==> config.mk <==
export PLATFORM = sky130hd
export DESIGN_NAME = clock_set_ctrl
export DESIGN_NICKNAME = d
export VERILOG_FILES = /design/src/rtl/clock_set_ctrl.sv
export SDC_FILE = /design/constraint.sdc
export NUM_CORES = 1
export LEC_CHECK = 0
export ABC_AREA = 1
export BUFFER_PORTS_ARGS = -buffer_cell sky130_fd_sc_hd__buf_2
export CORE_UTILIZATION = 55
export DETAILED_ROUTE_END_ITERATION = 8
export GPL_ROUTABILITY_DRIVEN = 1
export PLACE_DENSITY_LB_ADDON = 0.12
export SYNTH_ARGS = -nofsm -noshare
export SYNTH_HDL_FRONTEND = slang
export SYNTH_SLANG_ARGS = --single-unit
==> constraint.sdc <==
create_clock -name clk -period 4.44 [get_ports clk]
set_input_delay 0.888 -clock clk [delete_from_list [all_inputs] [get_ports clk]]
set_output_delay 0.888 -clock clk [all_outputs]
set_load 0.01 [all_outputs]
==> src/rtl/clock_set_ctrl.sv <==
// -----------------------------------------------------------------------------
// clock_set_ctrl
//
// Mode/adjust sequencer for the century-clock counter chain.
//   RUN   : the 1 Hz tick is forwarded (registered) to the chain count enable.
//   SET_k : the chain is held and single-cycle up/down pulses are steered to
//           field counter k, with hold-to-repeat. A mode press advances to the
//           next field (wrapping back to RUN after the last one). An inactivity
//           timeout, counted in ticks, also forces RUN.
//
// Ports
//   clk          system clock
//   rst_n        asynchronous active-low reset
//   tick_i       1-cycle 1 Hz strobe
//   btn_mode_i   mode button level (synchronized, debounced)
//   btn_up_i     up button level (synchronized, debounced)
//   btn_down_i   down button level (synchronized, debounced)
//   run_en_o     count enable to the seconds counter (tick_i delayed 1 cycle, RUN only)
//   up_o         one-hot up pulse to the selected field counter
//   down_o       one-hot down pulse to the selected field counter
//   set_mode_o   high in any SET state
//   field_sel_o  index of the field being edited, 0 in RUN
//   blink_o      display blink phase, toggles on tick_i in SET, 0 in RUN
// -----------------------------------------------------------------------------
module clock_set_ctrl #(
   parameter int NUM_FIELDS    = 6,
   parameter int HOLD_CYCLES   = 50000000,
   parameter int REPEAT_CYCLES = 10000000,
   parameter int TIMEOUT_TICKS = 30,
   parameter int CNT_W         = 26
) (
   input  logic                  clk,
   input  logic                  rst_n,
   input  logic                  tick_i,
   input  logic                  btn_mode_i,
   input  logic                  btn_up_i,
   input  logic                  btn_down_i,
   output logic                  run_en_o,
   output logic [NUM_FIELDS-1:0] up_o,
   output logic [NUM_FIELDS-1:0] down_o,
   output logic                  set_mode_o,
   output logic [2:0]            field_sel_o,
   output logic                  blink_o
);

   localparam int TOUT_W = $clog2(TIMEOUT_TICKS + 1);

   // The edge cycle itself is already one held cycle, so the first auto pulse
   // fires after HOLD_CYCLES-1 further cycles; repeats are spaced by a full
   // REPEAT_CYCLES from the previous pulse.
   localparam logic [CNT_W-1:0]  HOLD_LAST   = CNT_W'(HOLD_CYCLES - 1);
   localparam logic [CNT_W-1:0]  REPEAT_LAST = CNT_W'(REPEAT_CYCLES);
   localparam logic [TOUT_W-1:0] TOUT_LAST   = TOUT_W'(TIMEOUT_TICKS - 1);
   localparam logic [2:0]        FIELD_LAST  = 3'(NUM_FIELDS - 1);

   // The SET_k states share all behaviour except k, so the FSM is a RUN/SET
   // mode plus a field index rather than NUM_FIELDS+1 distinct enum values.
   typedef enum logic {
      MODE_RUN = 1'b0,
      MODE_SET = 1'b1
   } mode_e;

   mode_e                 mode_q, mode_d;
   logic [2:0]            field_q, field_d;
   logic                  mode_prev_q, up_prev_q, down_prev_q;
   logic [CNT_W-1:0]      hold_cnt_q, hold_cnt_d;
   logic                  repeat_q, repeat_d;
   logic [TOUT_W-1:0]     tout_q, tout_d;
   logic                  blink_q, blink_d;
   logic                  run_en_q, run_en_d;
   logic [NUM_FIELDS-1:0] up_q, up_d;
   logic [NUM_FIELDS-1:0] down_q, down_d;

   logic                  mode_edge, up_edge, down_edge;
   logic                  only_up, only_down;
   logic [CNT_W-1:0]      hold_inc;
   logic [NUM_FIELDS-1:0] sel_onehot;
   logic                  fire, rep_fire;

   assign mode_edge  = btn_mode_i & ~mode_prev_q;
   assign up_edge    = btn_up_i   & ~up_prev_q;
   assign down_edge  = btn_down_i & ~down_prev_q;
   assign only_up    = btn_up_i   & ~btn_down_i;
   assign only_down  = btn_down_i & ~btn_up_i;
   assign hold_inc   = hold_cnt_q + CNT_W'(1);
   assign sel_onehot = NUM_FIELDS'(1) << field_q;

   // NOTE: every signal written here gets a default first, so no path leaves
   // a value unassigned and no latch is inferred.
   always_comb begin
      mode_d     = mode_q;
      field_d    = field_q;
      hold_cnt_d = hold_cnt_q;
      repeat_d   = repeat_q;
      tout_d     = tout_q;
      blink_d    = blink_q;
      run_en_d   = 1'b0;
      up_d       = '0;
      down_d     = '0;
      fire       = 1'b0;
      rep_fire   = 1'b0;

      case (mode_q)
         MODE_RUN: begin
            // Up/down are ignored in RUN; only mode matters.
            hold_cnt_d = '0;
            repeat_d   = 1'b0;
            tout_d     = '0;
            blink_d    = 1'b0;
            field_d    = '0;
            run_en_d   = tick_i;
            if (mode_edge) begin
               mode_d   = MODE_SET;
               run_en_d = 1'b0;
            end
         end

         MODE_SET: begin
            if (mode_edge) begin
               // Mode wins over a coincident up/down edge; a still-held button
               // restarts its full hold wait in the new field.
               hold_cnt_d = '0;
               repeat_d   = 1'b0;
               tout_d     = '0;
               blink_d    = 1'b0;
               if (field_q == FIELD_LAST) begin
                  mode_d  = MODE_RUN;
                  field_d = '0;
               end else begin
                  field_d = field_q + 3'd1;
               end
            end else begin
               if (only_up || only_down) begin
                  if ((only_up && up_edge) || (only_down && down_edge)) begin
                     fire       = 1'b1;
                     hold_cnt_d = '0;
                     repeat_d   = 1'b0;
                  end else if (hold_inc == (repeat_q ? REPEAT_LAST : HOLD_LAST)) begin
                     fire       = 1'b1;
                     rep_fire   = 1'b1;
                     hold_cnt_d = '0;
                     repeat_d   = 1'b1;
                  end else begin
                     hold_cnt_d = hold_inc;
                  end
               end else begin
                  // Released, or both pressed: no action and the hold restarts.
                  hold_cnt_d = '0;
                  repeat_d   = 1'b0;
               end

               if (fire) begin
                  if (only_up) up_d   = sel_onehot;
                  else         down_d = sel_onehot;
               end

               // Activity in the same cycle as the final tick cancels the timeout.
               if (up_edge || down_edge || rep_fire) begin
                  tout_d = '0;
               end else if (tick_i) begin
                  if (tout_q == TOUT_LAST) begin
                     mode_d     = MODE_RUN;
                     field_d    = '0;
                     tout_d     = '0;
                     hold_cnt_d = '0;
                     repeat_d   = 1'b0;
                  end else begin
                     tout_d = tout_q + TOUT_W'(1);
                  end
               end

               if (mode_d == MODE_RUN)  blink_d = 1'b0;
               else if (tick_i)         blink_d = ~blink_q;
            end
         end
      endcase
   end

   // NOTE: sequential state uses non-blocking assignments so every flop samples
   // the pre-edge values regardless of statement order.
   // NOTE: this block holds only control flops (no storage array), so every
   // one of them is reset to a known value.
   always_ff @(posedge clk or negedge rst_n) begin
      if (!rst_n) begin
         mode_q      <= MODE_RUN;
         field_q     <= '0;
         mode_prev_q <= 1'b0;
         up_prev_q   <= 1'b0;
         down_prev_q <= 1'b0;
         hold_cnt_q  <= '0;
         repeat_q    <= 1'b0;
         tout_q      <= '0;
         blink_q     <= 1'b0;
         run_en_q    <= 1'b0;
         up_q        <= '0;
         down_q      <= '0;
      end else begin
         mode_q      <= mode_d;
         field_q     <= field_d;
         mode_prev_q <= btn_mode_i;
         up_prev_q   <= btn_up_i;
         down_prev_q <= btn_down_i;
         hold_cnt_q  <= hold_cnt_d;
         repeat_q    <= repeat_d;
         tout_q      <= tout_d;
         blink_q     <= blink_d;
         run_en_q    <= run_en_d;
         up_q        <= up_d;
         down_q      <= down_d;
      end
   end

   assign run_en_o    = run_en_q;
   assign up_o        = up_q;
   assign down_o      = down_q;
   assign set_mode_o  = (mode_q == MODE_SET);
   assign field_sel_o = field_q;
   assign blink_o     = blink_q;

endmodule

==> metrics, run 1 <==
status completed; Core Area 5470 sq um; Die H 77.2 um; number of global-route vias before repair 2,619; Routed Antenna Nets 0; RSZ-0062 raised after global routing false; # rows 27; clock-pin slew on the worst setup and hold paths 0.10 ns; reg-to-reg critical path startpoint hold_cnt_q[0]; Gate Count Post-Synth 430; post-route setup TNS 0 ns; Worst R2R Path Depth 17; final wirelength 6700 um; Fill cells 530; Psw 234 uW; worst hold start set_mode_o; endpoints failing hold 0; Slew Viols, Final 0; Final Critical Period 2.86 ns; post-CTS sizing 0; footprint of the multi-input gates 1530 sq um; Syn Std Cell Area 3110 sq um; Die W 77.2 um; clk_lat worst skew 0.31 ns; #FFs+latches synth 53; starting density of the core 56.8%; Crit Path Class flip-flop to flip-flop; slew of the pin with the lowest slew margin 0.666 ns; placer's final routability congestion estimate 0.859; port buffer count 23; Post-CTS Hold Buffers 0; largest net degree at the start of global routing 54; Fin Clk Skew 0.0165 ns; sequential fraction of the synthesis area 42.7%; CTS tree built; Syn Nets 442; clock share of power 32.6%; post-synth cell types 25; endpoint of the worst register-to-register path hold_cnt_q[1]; Syn Area/Cell 7.23 sq um; CTS Buf Count 5; commonest non-fill, non-tap cell in the layout nand2_1; WP data arrival 3.08 ns; register area 1330 sq um; Worst Hold Path Cells 2; DR iter-0 viols 125; WHS 0.560 ns; maximum VDD drop 0.000179 V; antenna violations before repair 0; Via density 5.07; DR WL/cell 12.6 um; commonest cells after routing, fill and taps aside nand2_1 (112), nor2_1 (84), inv_1 (61); setup slack, reg-to-reg 1.58 ns; first-pass GRT wire length 11,700 um; post-CTS setup buffer count 0; CP Launch Type flip-flop; vias after detailed routing 2,699; Final #Nets 471; Worst Hold Class flip-flop to flip-flop; Initial DRT Pass Iterations 4; Die Area 5960 sq um; dpl hpwl 5140 um; final worst-path cycle share 64.4%; fraction of layout cells with a size suffix above 1 13.9%; crit-path max FO 25; Net Sw Frac 27.3%; YS warnings 0; P_leak 0.00161 uW; # DRC 0; Hold EP field_sel_o[0]; Area growth syn-to-layout 9.01%; part of the power in combinational logic 9.1%; Max Fclk 0.350 GHz; Worst Path Required 4.66 ns; GRT Overall Usage 25.0%; Clock Path Buffers 2; Max-Cap Viols 0; worst rel slew slack 55.6%; sequential power share 58.3%; total gr overflow 0; IO Pins 24; Pint 625 uW; ant diodes 0; final setup violation count 0; H-tree levels 2; Setup crit end kind flip-flop; pwr dens 254 nW/um^2; Root Driver clkbuf_8; total clock sinks 53; CP startpoint hold_cnt_q[0]
[synthesized netlist by cell type]
cell type | count | share of area (%)
a21oi_1 | 2 | 0.32
and2_1 | 1 | 0.20
buf_6 | 2 | 0.72
dfrtp_1 | 53 | 43
ha_1 | 6 | 2.4
inv_1 | 61 | 7.4
inv_2 | 1 | 0.12
nand2_1 | 112 | 14
nand2_2 | 4 | 0.80
nand2_4 | 1 | 0.36
nand3_1 | 44 | 7.1
nand3_4 | 1 | 0.56
nand3b_1 | 3 | 0.72
nand4_1 | 12 | 2.4
nand4_4 | 2 | 1.4
nor2_1 | 84 | 10
nor2_2 | 17 | 3.4
nor2_4 | 4 | 1.4
nor3_1 | 1 | 0.16
o21ai_0 | 6 | 0.97
o21bai_1 | 3 | 0.72
o22ai_1 | 2 | 0.40
or2_2 | 2 | 0.40
xnor2_1 | 2 | 0.56
xor2_1 | 4 | 1.1
[sequential cells by signal, summed over array words and instances (netlist names)]
name	cells
hold_cnt_q	26
down_o	6
up_o	6
tout_q	5
field_sel_o	3
blink_o	1
down_prev_q	1
mode_prev_q	1
repeat_q	1
run_en_o	1
set_mode_o	1
up_prev_q	1
[area by class of cell]
type | instances | share of cell area, %
Inverter | 62 | 6.87
Sequential cell | 53 | 39.1
Clock inverter | 3 | 0.628
Tap cell | 72 | 2.66
Multi-Input combinational cell | 313 | 45.1
Clock buffer | 5 | 2.03
Timing Repair Buffer | 24 | 3.62
[power by group through the flow]
| stage | clock network [uW] | logic (uW) | registers [uW] |
|---|---|---|---|
| floorplan | 0 | 49.4 | 512 |
| global placement | 0 | 77.4 | 511 |
| detailed placement | 0 | 79.4 | 511 |
| CTS | 291 | 79.6 | 502 |
| global route | 304 | 89.8 | 503 |
| finish | 280 | 78.1 | 502 |
[cell families (layout without fill, tap and decap cells)]
logic type,count (synthesis),count (layout),synth area share (%)
simple gates,288,288,42.6
buf+inv,64,94,8.21
flops,53,53,42.7
compound gates,13,13,2.41
fa+ha+maj,6,6,2.41
xor+xnor,6,6,1.69
[worst max path at each step]
stage	to	slack, ns	depth (start not counted)
finish	hold_cnt_q[1]	1.58	17
global route	hold_cnt_q[16]	1.25	15
CTS	hold_cnt_q[25]	1.59	15
detailed placement	hold_cnt_q[16]	1.63	15
global placement	hold_cnt_q[23]	1.76	15
floorplan	hold_cnt_q[4]	2.16	14
[metal layers]
metal  vias up  track usage [%]  routed length (um)
li1       1392                -                   -
met1      1244             31.7                3010
met2        54             42.7                3280
met3         9             3.45                 266
met4         0             10.0                 142
met5         -                0                   0
[stage by stage]
stage          utilization [%]  worst slack (ns)  instances  cell area [sq um]  total power, uW
6_report                  61.9              1.58        532               3390              860
5_1_grt                   61.9              1.25        532               3390              897
3_3_place_gp              60.3              1.76        524               3300              588
4_1_cts                   61.9              1.59        532               3390              873
3_5_place_dp              60.3              1.63        524               3300              590
2_1_floorplan                -              2.16        430               3110              561
[worst max-delay path, cell delays in order, from the launching register on]
cell and delay [ns]:
dfrtp_1 0.48, ha_1 0.30, nand2_2 0.11, nor2_4 0.14, nand2_1 0.10, nor2_1 0.23
nand2_1 0.12, nand2_1 0.09, nand2_1 0.07, nand2_1 0.06, nor2_1 0.04, nand2_1 0.10
nand2_1 0.12, nand3_1 0.15, nand2_1 0.06, inv_1 0.10, nand3_4 0.31, nor2_1 0.20
Note: power is estimated with default switching activity, not from simulation.
==> run 2: changes to the inputs <==
--- a/config.mk
+++ b/config.mk
@@ -5,7 +5,7 @@
 export SDC_FILE = /design/constraint.sdc
 export NUM_CORES = 1
 export LEC_CHECK = 0
-export ABC_AREA = 1
+export ABC_AREA = 0
 export BUFFER_PORTS_ARGS = -buffer_cell sky130_fd_sc_hd__buf_2
 export CORE_UTILIZATION = 55
 export DETAILED_ROUTE_END_ITERATION = 8
==> constraint.sdc (replaced) <==
create_clock -name clk -period 2.7 [get_ports clk]
set_input_delay 0.54 -clock clk [delete_from_list [all_inputs] [get_ports clk]]
set_output_delay 0.54 -clock clk [all_outputs]
set_load 0.01 [all_outputs]
==> run 2 against run 1 <==
  * The flow now finishes with violations (negative setup slack)
  * Sequential cell count stayed put
  * Via count down 2.1%
  * Setup slack got worse by 1.6 ns
  * Clock-buffer cell count up 1
  * Synthesized cell count down 28%
  * Routed wire length grew 13%
  * Core utilization increased by 15 points
  * Cell area grew 16%
  * Die area decreased by 5.2%
  * Combinational power increased by 92%
  * Largest cell class unchanged
==> metrics, run 2 <==
status complete, but fails checks; failing checks negative setup slack; Die W 75.2 um (-2.6%); largest net degree at the start of global routing 54 (unchanged); Clock Path Buffers 2 (unchanged); sequential power share 53.4% (-4.9 points); YS warnings 0 (unchanged); met2 GRT Util 46.5% (+3.8 points); final setup margin -0.0634 ns (-1.64 ns); GRT Overall Usage 26.9% (+1.9 points); footprint of the multi-input gates 1800 sq um (+18%); CP Launch Type flip-flop; Die Area 5650 sq um (-5.2%); Root Driver clkbuf_8; DR WL/cell 16.6 um (+32%); worst rel slew slack 56.0% (+0.33 points); Worst Hold Class input pin to asynchronous set/reset pin; total gr overflow 0 (unchanged); Area growth syn-to-layout 33.7%; largest register by flop count hold_cnt_q; Fill cells 366 (-31%); WHS 0.330 ns (-0.230 ns); Critical Path Most Common Cell or4_4; CP startpoint hold_cnt_q[0]; final instance area 3940 sq um (+16%); number of global-route vias before repair 2,427 (-7.3%); total clock sinks 53 (unchanged); most common cell in the netlist dfrtp_1; asr flop ratio synth 100% (unchanged); main area contributors after synthesis dfrtp_1 (45%), nor2_1 (5.1%), xnor2_1 (4.5%); dpl cell area 3450 sq um (+4.5%); pwr dens 394 nW/um^2 (+55%); P_leak 0.00159 uW (-1.2%); Power Total 1550 uW (+80%); Psw 385 uW (+64%); Crit Path Class flip-flop to flip-flop; final worst-path cycle share 102% (+38 points); clock share of power 36.9% (+4.3 points); Final #Nets 394 (-16%); fraction of layout cells with a size suffix above 1 38.4% (+24 points); Worst Path Required 2.94 ns (-1.72 ns); Core Area 5140 sq um (-6.1%); crit-path max FO 8 (-68%); starting density of the core 57.3% (+0.47 points); port buffer count 23 (unchanged); # DRC 0 (unchanged); post-synth cell types 59 (+140%); crit-path max cell delay 0.58 ns (+0.10 ns); placer's final routability congestion estimate 0.871 (+1.4%); ant diodes 0 (unchanged); Fin Clk Skew 0.00738 ns (-0.00910 ns); Net Sw Frac 24.8% (-2.4 points); commonest cells after routing, fill and taps aside buf_4 (53), dfrtp_1 (45), nor2_1 (39); CP Cell Sequence nand3_4 -> or4_4 -> or4_4 -> a21oi_4 -> o2111ai_4 -> buf_6 -> a2111oi_4 -> buf_4 -> o211ai_1 -> a21boi_1; Top FF cell, synth dfrtp_1; M1 GR Usage 33.8% (+2.1 points); Syn Std Cell Area 2940 sq um (-5.3%); #FFs+latches synth 53 (unchanged); post-synth top area share 45.0% (+2.4 points); antenna violations before repair 0 (unchanged); Slew Viols, Final 0 (unchanged); Post-CTS Hold Buffers 0 (unchanged); GRT busiest layer met2; Post-synth top cells dfrtp_1 (53), nor2_1 (40), nand2_1 (26), nor3_1 (21); Gate Count Post-Synth 308 (-28%); slew of the pin with the lowest slew margin 0.661 ns (-0.00501 ns); dpl hpwl 4920 um (-4.2%); WP data arrival 3.01 ns (-0.07 ns); DR iter-0 viols 210 (+68%); vias after detailed routing 2,642 (-2.1%); CTS Buf Count 5 (unchanged); IO Pins 24 (unchanged); RSZ-0062 raised after global routing true; Syn Area/Cell 9.56 sq um (+32%); final setup violation count 18 (+18); Routed Antenna Nets 0 (unchanged); Setup crit end kind flip-flop; met3 GRT Util 4.69% (+1.2 points); clk_lat worst skew 0.31 ns (about the same); clock-pin slew on the worst setup and hold paths 0.10 ns (about the same); Max Fclk 0.362 GHz (+3.5%); final wirelength 7540 um (+13%); Max-Cap Viols 0 (unchanged); Initial DRT Pass Iterations 4 (unchanged); part of the power in combinational logic 9.7% (+0.6 points); cell taking the most area after synthesis dfrtp_1; max reg flops 26 (unchanged); first-pass GRT wire length 11,300 um (-3.5%); commonest non-fill, non-tap cell in the layout buf_4; Final Critical Period 2.76 ns (-0.0977 ns); Via density 5.83 (+15%); register area 1340 sq um (+0.75%); CTS tree built; # rows 26 (-3.7%); H-tree levels 2 (unchanged); Post-synth EDFFs 0 (unchanged); reg-to-reg critical path startpoint hold_cnt_q[0]; Pint 1170 uW (+86%); maximum VDD drop 0.000340 V (+90%); Die H 75.2 um (-2.6%); Critical-path top delay cell or4_4; sequential fraction of the synthesis area 45.0% (+2.4 points); Syn Nets 320 (-28%); endpoints failing hold 0 (unchanged)
[run 2: changes by cell type after synthesis, moves of 7 or more]
cell,delta
nor2_2,-17
inv_1,-53
nand2_1,-86
nor2_1,-44
a21oi_1,+7
nand3_1,-31
xnor2_1,+13
nor3_1,+20
nor4_1,+15
buf_2,+7
[run 2: worst max-delay path: cells and delay by family (launching register included)]
kind            cells  cell delay (ns)
simple gates        3             1.13
compound gates      5             0.78
flops               1             0.44
buf+inv             2             0.34
[run 2: kinds of logic after synthesis]
family	after synthesis	share of synthesized area, %
compound gates	41	11.3
xor+xnor	21	6.25
flops	53	45.0
simple gates	162	30.5
buf+inv	22	3.36
mux	3	1.02
fa+ha+maj	6	2.55
[run 2: repair_timing]
item	CTS	global route
resized for setup	22	32
setup buffers	8	6
gates cloned	0	1
setup endpoints to repair	49	49
pin swaps	19	20
[run 2: power groups by stage]
stage                     clock network, uW  logic, uW  registers [uW]
final                                   572        150             829
after global routing                    615        165             832
after CTS                               588        142             828
after detailed placement                  0        131             843
after global placement                    0        128             843
after floorplan                           0       80.1             840
[run 2: through the flow]
stage | TNS [ns] | cells | setup slack (ns) | util, %
2_1_floorplan | -0.292 | 308 | -0.0239 | -
4_1_cts | -0.180 | 446 | -0.0657 | 72.5
3_5_place_dp | -4.30 | 430 | -0.154 | 67.1
3_3_place_gp | -1.51 | 430 | -0.0934 | 67.1
5_1_grt | -4.33 | 453 | -0.175 | 76.6
6_report | -0.408 | 453 | -0.0634 | 76.6
[run 2: final timing paths]
check                                      end  slack, ns  depth (start not counted)
worst min-delay path            hold_cnt_q[12]       0.33                          2
min in group clk                   mode_prev_q       0.35                          1
max in group asynchronous       hold_cnt_q[10]       1.89                          2
worst min register to register         up_o[0]       0.53                          1
worst max register to register  field_sel_o[1]      -0.06                         10
worst max-delay path            field_sel_o[1]      -0.06                         10
[run 2: metal layers]
layer	up-vias	share of wire (%)
met5	-	0
met4	0	1.5
met2	50	53
met1	1317	43
li1	1263	-
met3	12	2.8
[run 2: cell type report]
| class | instances | share of cell area, % |
|---|---|---|
| clock buffers | 6 | 2.10 |
| well taps | 70 | 2.23 |
| clock inverters | 2 | 0.954 |
| flip-flops and latches | 53 | 33.9 |
| multi-input cells | 234 | 45.7 |
| inverters | 8 | 0.763 |
| repair buffers | 80 | 14.3 |
==> run 3: changes to the inputs <==
--- a/config.mk
+++ b/config.mk
@@ -7,7 +7,9 @@
 export LEC_CHECK = 0
 export ABC_AREA = 0
 export BUFFER_PORTS_ARGS = -buffer_cell sky130_fd_sc_hd__buf_2
-export CORE_UTILIZATION = 55
+export CELL_PAD_IN_SITES_DETAIL_PLACEMENT = 1
+export CELL_PAD_IN_SITES_GLOBAL_PLACEMENT = 2
+export CORE_UTILIZATION = 38
 export DETAILED_ROUTE_END_ITERATION = 8
 export GPL_ROUTABILITY_DRIVEN = 1
 export PLACE_DENSITY_LB_ADDON = 0.12
==> run 3 against run 2 <==
  * The run still ends with negative setup slack left
  * Non-clock buffer count is 1 lower
  * First-iteration DRC count shrank 67%
  * Routed wire length increased by 11%
  * Sequential power about the same
  * Cell area grew 1.1%
  * Core utilization decreased by 23 points
  * Worst hold slack worse by 0.16 ns
  * Clock skew grew 0.0020 ns
==> metrics, run 3 (synthesis gave the netlist of run 2 again) <==
status complete, but fails checks; failing checks negative setup slack; largest register by flop count hold_cnt_q; dpl hpwl 6160 um (+25%); Slew Viols, Final 0 (unchanged); Root Driver clkbuf_8; fraction of layout cells with a size suffix above 1 38.5% (+0.10 points); slew of the pin with the lowest slew margin 0.508 ns (-0.152 ns); pwr dens 391 nW/um^2 (-0.89%); dpl cells 467 (+8.6%); starting density of the core 39.9% (-17 points); H-tree levels 2 (unchanged); CP Launch Type flip-flop; placer's final routability congestion estimate 0.782 (-10%); GRT Overall Usage 21.1% (-5.8 points); crit-path max cell delay 0.53 ns (-0.05 ns); P_leak 0.00162 uW (+2.1%); # rows 31 (+19%); CTS tree built; final instance area 3980 sq um (+1.1%); DR iter-0 viols 69 (-67%); antenna violations before repair 0 (unchanged); RSZ-0062 raised after global routing true; port buffer count 23 (unchanged); Critical-path top delay cell or4_4; Core Area 7370 sq um (+43%); worst rel slew slack 65.8% (+9.9 points); first-pass GRT wire length 13,800 um (+22%); Final Critical Period 2.85 ns (+0.0850 ns); commonest cells after routing, fill and taps aside buf_4 (53), dfrtp_1 (50), nor2_1 (35); Clock Path Buffers 2 (unchanged); dpl cell area 3560 sq um (+3.2%); Crit Path Class flip-flop to flip-flop; number of global-route vias before repair 2,823 (+16%); CP Cell Sequence buf_6 -> nand3_4 -> or4_4 -> or3_4 -> and4_1 -> nand4_1 -> buf_4 -> a21oi_2 -> or3b_4 -> buf_12 -> a21oi_1; final worst-path cycle share 105% (+3.1 points); Fin Clk Skew 0.00934 ns (+0.00196 ns); ant diodes 0 (unchanged); IO Pins 24 (unchanged); WP data arrival 3.09 ns (+0.08 ns); endpoints failing hold 0 (unchanged); Routed Antenna Nets 0 (unchanged); Die W 90.0 um (+20%); Worst Hold Class input pin to asynchronous set/reset pin; largest net degree at the start of global routing 20 (-63%); final wirelength 8400 um (+11%); Max-Cap Viols 0 (unchanged); Initial DRT Pass Iterations 4 (unchanged); vias after detailed routing 2,657 (+0.57%); CTS Buf Count 5 (unchanged); DR WL/cell 17.5 um (+4.9%); crit-path max FO 13 (+5); max reg flops 26 (unchanged); final setup margin -0.148 ns (-0.0850 ns); clk_lat worst skew 0.31 ns (about the same); Via density 5.52 (-5.3%); Area growth syn-to-layout 35.2%; total gr overflow 0 (unchanged); Worst Path Required 2.94 ns (about the same); maximum VDD drop 0.000188 V (-45%); commonest non-fill, non-tap cell in the layout buf_4; final setup violation count 48 (+30); Post-CTS Hold Buffers 0 (unchanged); Final #Nets 393 (-0.25%); Die H 90.0 um (+20%); # DRC 0 (unchanged); Cell Count, Final, Fillers Out 481 (+6.2%); Max Fclk 0.351 GHz (-3.0%); Die Area 8100 sq um (+43%); clock-pin slew on the worst setup and hold paths 0.11 ns (about the same); Setup crit end kind flip-flop; total clock sinks 53 (unchanged)
run 3: repair_timing:
item / in CTS / in global routing
gates resized for setup: 18 / 36
buffers inserted: 4 / 1
setup endpoints to repair: 49 / 49
cloned: 1 / 0
pin swaps: 15 / 3
run 3: path summary, 6_finish.rpt:
kind / startpoint / end / slack, ns / cells past startpoint
setup / recovery: hold_cnt_q[1] / hold_cnt_q[17] / -0.15 / 11
hold / removal: rst_n / hold_cnt_q[4] / 0.17 / 1
setup reg to reg: hold_cnt_q[1] / hold_cnt_q[17] / -0.15 / 11
hold reg to reg: field_sel_o[2] / up_o[0] / 0.58 / 1
max in group asynchronous: rst_n / hold_cnt_q[10] / 1.89 / 2
min in group clk: btn_mode_i / mode_prev_q / 0.34 / 1
run 3: layer usage:
metal  GRT usage [%]  wire [um]  vias up
li1                -          -     1266
met1            27.1       3780     1344
met2            36.9       4310       34
met3            2.54        170       13
met4            6.59        142        0
met5               0          0        -
run 3: worst max-delay path: cells and delay by family (launching register included):
kind,cells,cell delay [ns]
simple gates,6,1.75
buf+inv,3,0.44
flops,1,0.41
compound gates,2,0.16
run 3: final cells by class:
cell class	count	area, sq um
clock buffer	6	72.6
clock inverter	2	38.8
fill	835	3390
inverter	8	30.0
multi-input combinational	234	1830
sequential	53	1330
tap	99	124
timing repair buffer	79	556
run 3: stage by stage:
stage | hold slack, ns | worst slack, ns | utilization (%) | setup TNS, ns | power [uW]
6_report | 0.167 | -0.148 | 54.0 | -4.42 | 1550
5_1_grt | 0.198 | -0.251 | 54.0 | -9.37 | 1620
4_1_cts | 0.178 | -0.143 | 51.4 | -3.61 | 1570
3_5_place_dp | 0.527 | -0.279 | 48.3 | -7.82 | 988
3_3_place_gp | 0.513 | -0.211 | 48.3 | -5.97 | 983
2_1_floorplan | 0.244 | -0.0239 | - | -0.292 | 920
run 3: power breakdown:
group	total, uW	internal, uW	switching (uW)
logic	163	63.5	99.2
registers	828	808	20.3
clock network	564	281	283
